$ cat src/rtl/sevenseg_value_display.sv
// Clamped binary-to-BCD converter driving N seven-segment digits,
// with leading-zero blanking and a stale-data blink indicator.
module sevenseg_value_display #(
    parameter int VAL_W               = 16,
    parameter int N_DIGITS            = 4,
    parameter int ACTIVE_LOW          = 1,
    parameter int BLANK_LEADING_ZEROS = 1,
    parameter int STALE_CYCLES        = 50_000_000,
    parameter int BLINK_HALF          = 12_500_000
) (
    input  logic                  clk,
    input  logic                  rst_n,
    input  logic                  in_valid,
    input  logic [VAL_W-1:0]      in_data,
    output logic                  in_ready,
    output logic [7*N_DIGITS-1:0] hex_out,
    output logic                  overflow,
    output logic                  stale
);

    localparam int BW = 4 * N_DIGITS;
    localparam int CW = $clog2(VAL_W);
    localparam int SW = $clog2(STALE_CYCLES + 1);
    localparam int HW = $clog2(BLINK_HALF + 1);

    function automatic logic [63:0] max_val(input int n);
        logic [63:0] p;
        p = 64'd1;
        for (int i = 0; i < n; i++) p = p * 64'd10;
        return p - 64'd1;
    endfunction

    function automatic logic [6:0] seg(input logic [3:0] d);
        logic [6:0] s;
        unique case (d)
            4'd0:    s = 7'h3F;
            4'd1:    s = 7'h06;
            4'd2:    s = 7'h5B;
            4'd3:    s = 7'h4F;
            4'd4:    s = 7'h66;
            4'd5:    s = 7'h6D;
            4'd6:    s = 7'h7D;
            4'd7:    s = 7'h07;
            4'd8:    s = 7'h7F;
            4'd9:    s = 7'h6F;
            default: s = 7'h00;
        endcase
        return s;
    endfunction

    localparam logic [63:0]   MAXV      = max_val(N_DIGITS);
    localparam logic [CW-1:0] LAST      = CW'(VAL_W - 1);
    localparam logic [SW-1:0] STALE_MAX = SW'(STALE_CYCLES);
    localparam logic [HW-1:0] HALF_LAST = HW'(BLINK_HALF - 1);

    typedef enum logic [1:0] {IDLE, CONVERT, LOAD} state_t;

    state_t            state, state_nx;
    logic [VAL_W-1:0]  sh;
    logic [BW-1:0]     bcd, bcd_adj, disp;
    logic [CW-1:0]     cnt;
    logic              ovf_cap;
    logic [SW-1:0]     scnt;
    logic [HW-1:0]     bcnt;
    logic              phase;
    logic              accept, over;
    logic [VAL_W-1:0]  clamped;

    assign accept  = in_valid && in_ready;
    assign over    = 64'(in_data) > MAXV;
    assign clamped = over ? MAXV[VAL_W-1:0] : in_data;
    assign stale   = (scnt == STALE_MAX);

    // State register
    always_ff @(posedge clk) begin
        if (!rst_n) state <= IDLE;
        else        state <= state_nx;
    end

    // Next-state and handshake
    always_comb begin
        state_nx = state;
        in_ready = 1'b0;
        unique case (state)
            IDLE: begin
                in_ready = 1'b1;
                if (in_valid) state_nx = CONVERT;
            end
            CONVERT: if (cnt == LAST) state_nx = LOAD;
            LOAD:    state_nx = IDLE;
            default: state_nx = IDLE;
        endcase
    end

    // Add 3 to every BCD digit of 5 or more before the next shift
    always_comb begin
        bcd_adj = bcd;
        for (int i = 0; i < N_DIGITS; i++) begin
            if (bcd[4*i +: 4] >= 4'd5)
                bcd_adj[4*i +: 4] = bcd[4*i +: 4] + 4'd3;
        end
    end

    // Capture, shift-and-add-3 conversion, and display load
    always_ff @(posedge clk) begin
        if (!rst_n) begin
            sh       <= '0;
            bcd      <= '0;
            cnt      <= '0;
            ovf_cap  <= 1'b0;
            disp     <= {N_DIGITS{4'hF}};
            overflow <= 1'b0;
        end else begin
            unique case (state)
                IDLE: if (accept) begin
                    sh      <= clamped;
                    bcd     <= '0;
                    cnt     <= '0;
                    ovf_cap <= over;
                end
                CONVERT: begin
                    bcd <= {bcd_adj[BW-2:0], sh[VAL_W-1]};
                    sh  <= {sh[VAL_W-2:0], 1'b0};
                    cnt <= cnt + 1'b1;
                end
                LOAD: begin
                    disp     <= bcd;
                    overflow <= ovf_cap;
                end
                default: ;
            endcase
        end
    end

    // Staleness counter and blink phase
    always_ff @(posedge clk) begin
        if (!rst_n || accept) begin
            scnt  <= '0;
            bcnt  <= '0;
            phase <= 1'b0;
        end else begin
            if (scnt != STALE_MAX) scnt <= scnt + 1'b1;
            if (stale) begin
                if (bcnt == HALF_LAST) begin
                    bcnt  <= '0;
                    phase <= ~phase;
                end else begin
                    bcnt <= bcnt + 1'b1;
                end
            end else begin
                bcnt  <= '0;
                phase <= 1'b0;
            end
        end
    end

    // Segment encoding, blanking, then polarity
    always_comb begin
        logic       seen;
        logic       blank;
        logic [3:0] d;
        logic [6:0] pat;
        seen    = 1'b0;
        blank   = 1'b0;
        d       = '0;
        pat     = '0;
        hex_out = '0;
        for (int k = N_DIGITS - 1; k >= 0; k--) begin
            d     = disp[4*k +: 4];
            blank = (stale && phase) ||
                    (BLANK_LEADING_ZEROS != 0 && k != 0 &&
                     d == 4'd0 && !seen);
            if (d != 4'd0) seen = 1'b1;
            pat = blank ? 7'h00 : seg(d);
            hex_out[7*k +: 7] = (ACTIVE_LOW != 0) ? ~pat : pat;
        end
    end

endmodule

$ cat config.mk
export PLATFORM = sky130hd
export DESIGN_NAME = sevenseg_value_display
export DESIGN_NICKNAME = d
export VERILOG_FILES = /design/src/rtl/sevenseg_value_display.sv
export SDC_FILE = /design/constraint.sdc
export NUM_CORES = 1
export LEC_CHECK = 0
export CORE_MARGIN = 5
export CORE_UTILIZATION = 50
export DETAILED_ROUTE_END_ITERATION = 8
export PLACE_DENSITY = 0.68
export SLEW_MARGIN = 5
export SYNTH_ARGS = -nofsm -noshare
export SYNTH_HDL_FRONTEND = slang
export SYNTH_SLANG_ARGS = --single-unit
$ cat constraint.sdc
create_clock -name clk -period 6.1 [get_ports clk]
set_input_delay 0.915 -clock clk [delete_from_list [all_inputs] [get_ports clk]]
set_output_delay 0.915 -clock clk [all_outputs]
set_load 0.005 [all_outputs]
Yosys cells after proc, flatten, opt, wreduce, memory -nomap -nowiden --
Memory sizes are Yosys's and may differ from the RTL's. A register that Yosys moved wholly into a read port is not among the register bits. Index checks and enable logic that the tools add are counted.
Word-level totals: output and inout port bits 31, memories kept 4, memory bits (read-only) 448, word-level logic and storage cells 93, flip-flop bits (word level) 107
Cells by class: equality and inequality tests 9, reductions and logical operators 23, bitwise logic cells 6, add/sub/neg operators 7, mux-type cells 29, order comparisons 5
Memory list:
- (no name shown) | words 16, bits a word 7, rd ports 1, clocked after Yosys merged registers in 1, wr ports 0, RTL line 35 | unique case (d)
- (no name shown) | words 16, bits a word 7, rd ports 1, clocked after Yosys merged registers in 1, wr ports 0, RTL line 35
- (no name shown) | words 16, bits a word 7, rd ports 1, clocked after Yosys merged registers in 1, wr ports 0, RTL line 35
- (no name shown) | words 16, bits a word 7, rd ports 1, clocked after Yosys merged registers in 1, wr ports 0, RTL line 35
Operators by type and width (number):
- $pmux 16 s2 | 2
- $mux 16 | 3
- $mux 4 | 12
- $mux 7 | 4
- $not 7->7 | 4
- $add 26x1->26 const B | 1
- $eq 26x26->1 const B | 1
- $ne 26x26->1 const B | 1
- $add 24x1->24 const B | 1
- $eq 24x24->1 const B | 1
- $ge 4x3->1 const B | 4
- $gt 16x14->1 const B | 1
- $add 4x2->4 const B | 3
- $logic_not 4->1 | 3
- $pmux 4 s2 | 1
- $reduce_bool 4->1 | 2
- $ne 2x2->1 const B | 3
- $reduce_and 2->1 | 3
- $add 4x1->4 const B | 1
- $eq 4x4->1 const B | 1
- $logic_and 1x1->1 | 4
- $logic_or 1x1->1 | 4
- $mux 2 | 2
- $pmux 2 s2 | 1
- other kinds (11) | 16

Longest topological paths before layout --
depth in word-level cells 8, gate-level depth with buffers 9, mapped depth without buffers 8

Least setup slack after synthesis --
Ideal clock, no wire load.
path kind register to output, from register scnt[0], to output port hex_out[10], arrival time 1550 ps, buffers on the path 0, path slack 3635 ps, required time 5185 ps, cell stages (with the launch flop) 8, cells stage by stage dfxtp_1 > inv_1 > ha_1 > nor4b_2 > nand3_1 > nor3_4 > a21oi_1 > nand2_1
On the way: cells in the longest elaborated chain, start to end 5
RTL lines:
- start, declared | RTL line 63 | logic [SW-1:0] scnt;
- start signal, assigned | RTL line 142 | if (scnt != STALE_MAX) scnt <= scnt + 1'b1;
- $eq 26x26->1 | RTL line 72 | assign stale = (scnt == STALE_MAX);
- via stale | RTL line 18 | output logic stale
- $logic_and 1x1->1 | RTL line 170 | blank = (stale && phase) ||
- $logic_or 1x1->1 | RTL line 170
- $mux 7 | RTL line 174 | pat = blank ? 7'h00 : seg(d);
- $not 7->7 | RTL line 175 | hex_out[7*k +: 7] = (ACTIVE_LOW != 0) ? ~pat : pat;
- end, declared | RTL line 16 | output logic [7*N_DIGITS-1:0] hex_out,
The timed path passes the listed nets, and every way through them passes these cells.

Worst setup path after layout --
from register scnt[0], to output port hex_out[22]
On the way: cells in the longest elaborated chain, start to end 5
RTL lines (RTL line):
- $eq 26x26->1 | 72
- $logic_and 1x1->1 | 170
- $logic_or 1x1->1 | 170
- $mux 7 | 174
- $not 7->7 | 175
Every way passes these cells.

==> flow_metrics.py <==
metrics = {
    "worst_setup_path": {
        "critPathKind": "reg -> out",
        "critPathBufInv": 2,
        "path_delay_family": "simple AND/OR/NAND/NOR gates",
        "crit_required_ns": 5.18,
        "r2r_start": "state[1]",
        "critPathLaunchType": "register",
        "critPathMaxStageDelay_ns": 0.51,
        "r2r_cells": 5,
        "cp.arrival_ns": 2.78,
        "r2r_end": "bcnt[4]",
        "crit_fanout": 10,
        "path_cells": "inv_1 > ha_1 > nor4b_2 > nand3_1 > nor3_4 > a21oi_1 > nand2_1 > clkdlybuf4s50_1",
        "crit_path_end_kind": "primary output",
        "reg2reg_slack_ns": 2.63,
        "slowest_stage": "clkdlybuf4s50_1",
    },
    "clock_network": {
        "numCtsBuffers": 17,
        "path_clk_slew_ns": 0.06,
        "clock_path_buffers": 2,
        "cts_resized": 0,
        "cts_max_level": 4,
        "postCtsHoldBufs": 0,
        "cts_tree": "yes",
        "worstSkewPairLatency_ns": 0.42,
        "cts_sinks": 135,
        "post_cts_buffers": 0,
        "cts.root.buffer_cell": "clkbuf_16",
    },
    "global_route": {
        "gr-usage-met2_pct": 32.5,
        "grt_usage_pct": 18.8,
        "grt_max_degree": 66,
        "grt_pass1_vias": 5167,
        "grt_pass1_wl_mm": 23.2,
        "grtUsageMet1_pct": 22.4,
        "grt_remaining_overflow": 0,
        "globalRouteMet3Util_pct": 5.54,
        "top_usage_layer": "met2",
        "antenna_found_initial": 0,
    },
    "power_and_ir_drop": {
        "p_clk_share_pct": 50.9,
        "power_density_mw_per_mm2": 258,
        "pwr-share-seq_pct": 45.4,
        "swShare_pct": 21.6,
        "ir_drop_mv": 0.189,
        "power.net_switching_mw": 0.428,
        "p_comb_share_pct": 3.6,
        "leakage_nw": 2.90,
        "internal_power_mw": 1.55,
    },
    "synthesis": {
        "synthesis.nets": 806,
        "avgSynthCellArea_um2": 8.66,
        "async_flop_share_pct": 0,
        "synthFlopType": "dfxtp_1",
        "yosysTopAreaCellShare_pct": 41.6,
        "synth_cell_types": 48,
        "netlist_instances": 751,
        "synth_seq_cells": 135,
        "syn-cell-area_mm2": 0.00650,
        "synth_area_leaders": "dfxtp_1 (42%), ha_1 (6.9%), nand2_1 (4.8%)",
        "synth_top_area_cell": "dfxtp_1",
        "ys_seq_area_share_pct": 41.6,
        "yosysWarnings": 0,
        "synth_edf_count": 0,
    },
    "sta": {
        "finalCritPeriodShare_pct": 60.6,
        "fin_tns_setup_ns": 0,
        "worstMarginPinSlew_ns": 1.11,
        "slew-limit-headroom_pct": 25.5,
        "hold_viol": 0,
        "rsz0062_at_grt": "no",
        "max_clock_freq_mhz": 270,
        "finalSetupViolCount": 0,
        "min_period_ns": 3.70,
        "clock_skew_ns": 0.00834,
        "slew_viol_final": 0,
    },
    "floorplanning": {
        "boundaryPins": 50,
        "die-area_mm2": 0.0154,
        "die_width_um": 124,
        "rows": 41,
        "die_y_um": 124,
        "start_util_pct": 51.3,
        "coreArea_mm2": 0.0127,
    },
    "flow_run": {
        "max_cap_viol_count": 0,
    },
    "drt": {
        "wire_per_inst_um": 13.9,
        "drt_first_pass_iters": 5,
        "drcViolationCount": 0,
        "num_vias": 5217,
        "drtAntennaViolNets": 0,
        "vias_per_cell": 5.34,
        "drt_iter0_drc": 337,
        "totalWireLength_mm": 13.6,
    },
    "cells_and_area": {
        "syn_to_final_growth_pct": 18.2,
        "fin_cells": 977,
        "nets": 847,
        "n_fill_cell": 1119,
        "drive_above_1_share_pct": 7.33,
        "num_antenna_cells": 0,
    },
    "placed_design": {
        "io_buffers": 49,
        "globalplace.congestion": 0.816,
        "dp_cells": 945,
        "hpwl_mm": 9.42,
    },
    "min_path": {
        "whs_path_depth": 2,
        "min_path_type": "reg -> reg",
        "holdPathEnd": "overflow",
        "worstHoldStart": "ovf_cap",
    },
    "run_status": {
        "outcome": "finished, final reports clean",
    },
}
## kinds of logic (layout without fill, tap and decap cells)
family | after synthesis | in the layout | share of synthesized area (%)
adders and majority gates | 36 | 36 | 6.93
AOI/OAI and AO/OA | 109 | 109 | 11.3
muxes | 17 | 17 | 2.67
DFF | 135 | 135 | 41.6
xor gates and xnor gates | 56 | 56 | 7.54
buffers and inverters | 78 | 132 | 4.91
and+or+nand+nor | 320 | 320 | 25.1
## layout by cell type (no fill, tap or decap), types with 6 or more instances in the layout
cell type,synthesis,final
o211ai_1,8,8
o21a_1,8,8
nor4_1,17,17
a21oi_1,16,16
inv_1,48,48
clkbuf_16,0,17
ha_1,36,36
nand3_1,47,47
dfxtp_1,135,135
and2_1,14,14
xor2_1,22,22
nor2b_1,11,10
a21boi_0,9,9
o22ai_1,16,16
nand2b_1,11,10
o21ai_0,29,29
nor3_1,19,19
clkdlybuf4s50_1,0,48
mux2i_1,14,14
nor2_2,10,10
nor2_1,59,59
nand4_1,13,13
nand2_1,83,83
a222oi_1,6,6
nand3b_1,8,8
o211a_1,7,7
and3_1,8,8
xnor2_1,34,34
## Yosys cell counts (2+ instances only)
cell,instances
o211ai_2,4
mux2i_1,14
or4_1,2
a21boi_0,9
mux2_2,3
ha_1,36
nor3b_1,2
a21oi_1,16
o21a_1,8
xor2_1,22
nand3b_1,8
buf_6,2
and4_1,3
nand2b_1,11
o211ai_1,8
inv_1,48
or3_1,2
a222oi_1,6
and3_1,8
nor2b_1,11
nor2_2,10
xnor2_1,34
and2_1,14
o211a_1,7
nor2_1,59
nor4b_1,3
buf_1,2
dfxtp_1,135
o21bai_1,4
nand2_1,83
o21ai_0,29
nand3_1,47
nand4_1,13
o22ai_1,16
nor3_1,19
clkbuf_1,25
nor4_1,17
## power by group through the flow
| stage | Combinational (mW) | Clock (mW) | Sequential [mW] |
|---|---|---|---|
| after CTS | 0.0722 | 1.03 | 0.900 |
| after global routing | 0.0799 | 1.08 | 0.901 |
| final | 0.0723 | 1.01 | 0.900 |
| after detailed placement | 0.0718 | 0 | 0.919 |
| after global placement | 0.0695 | 0 | 0.919 |
| after floorplan | 0.0474 | 0 | 0.916 |
## worst max-delay path by stage
stage,start,end,cells after the start
final,scnt[0],hex_out[22],8
after global routing,scnt[0],hex_out[22],8
after CTS,scnt[0],hex_out[22],8
after detailed placement,in_valid,bcnt[4],5
after global placement,in_valid,bcnt[15],5
after floorplan,scnt[0],hex_out[10],7
## layout make-up
cell class | instances | area [µm²] | area share, %
clock buffer | 21 | 470 | 6.12
clock inverter | 11 | 124 | 1.61
inverter | 48 | 180 | 2.34
multi-input combinational | 538 | 3490 | 45.4
sequential | 135 | 2700 | 35.2
tap | 172 | 215 | 2.80
timing repair buffer | 52 | 508 | 6.61
## worst min-delay path: stages (launching register included)
cell and delay (ns):
dfxtp_1 0.31, nand2_1 0.05, a21boi_0 0.06
## stage by stage
| stage | power [mW] | util, % | cell area, µm² | setup WS [ns] | hold slack (ns) |
|---|---|---|---|---|---|
| after floorplan | 0.963 | - | 6500 | 3.64 | 0.438 |
| after global placement | 0.988 | 55.9 | 7090 | 2.23 | 0.452 |
| after detailed placement | 0.991 | 55.9 | 7090 | 2.11 | 0.459 |
| after CTS | 2.00 | 60.6 | 7680 | 2.32 | 0.471 |
| after global routing | 2.06 | 60.7 | 7690 | 2.18 | 0.489 |
| final | 1.98 | 60.7 | 7690 | 2.40 | 0.467 |
## layer usage
layer,wire [µm],up-vias,share of wire (%)
met1,6090,2457,45
li1,-,2663,-
met5,0,-,0
met2,6890,80,51
met3,445,17,3.3
met4,177,0,1.3
Power figures use the tool's default switching activity.
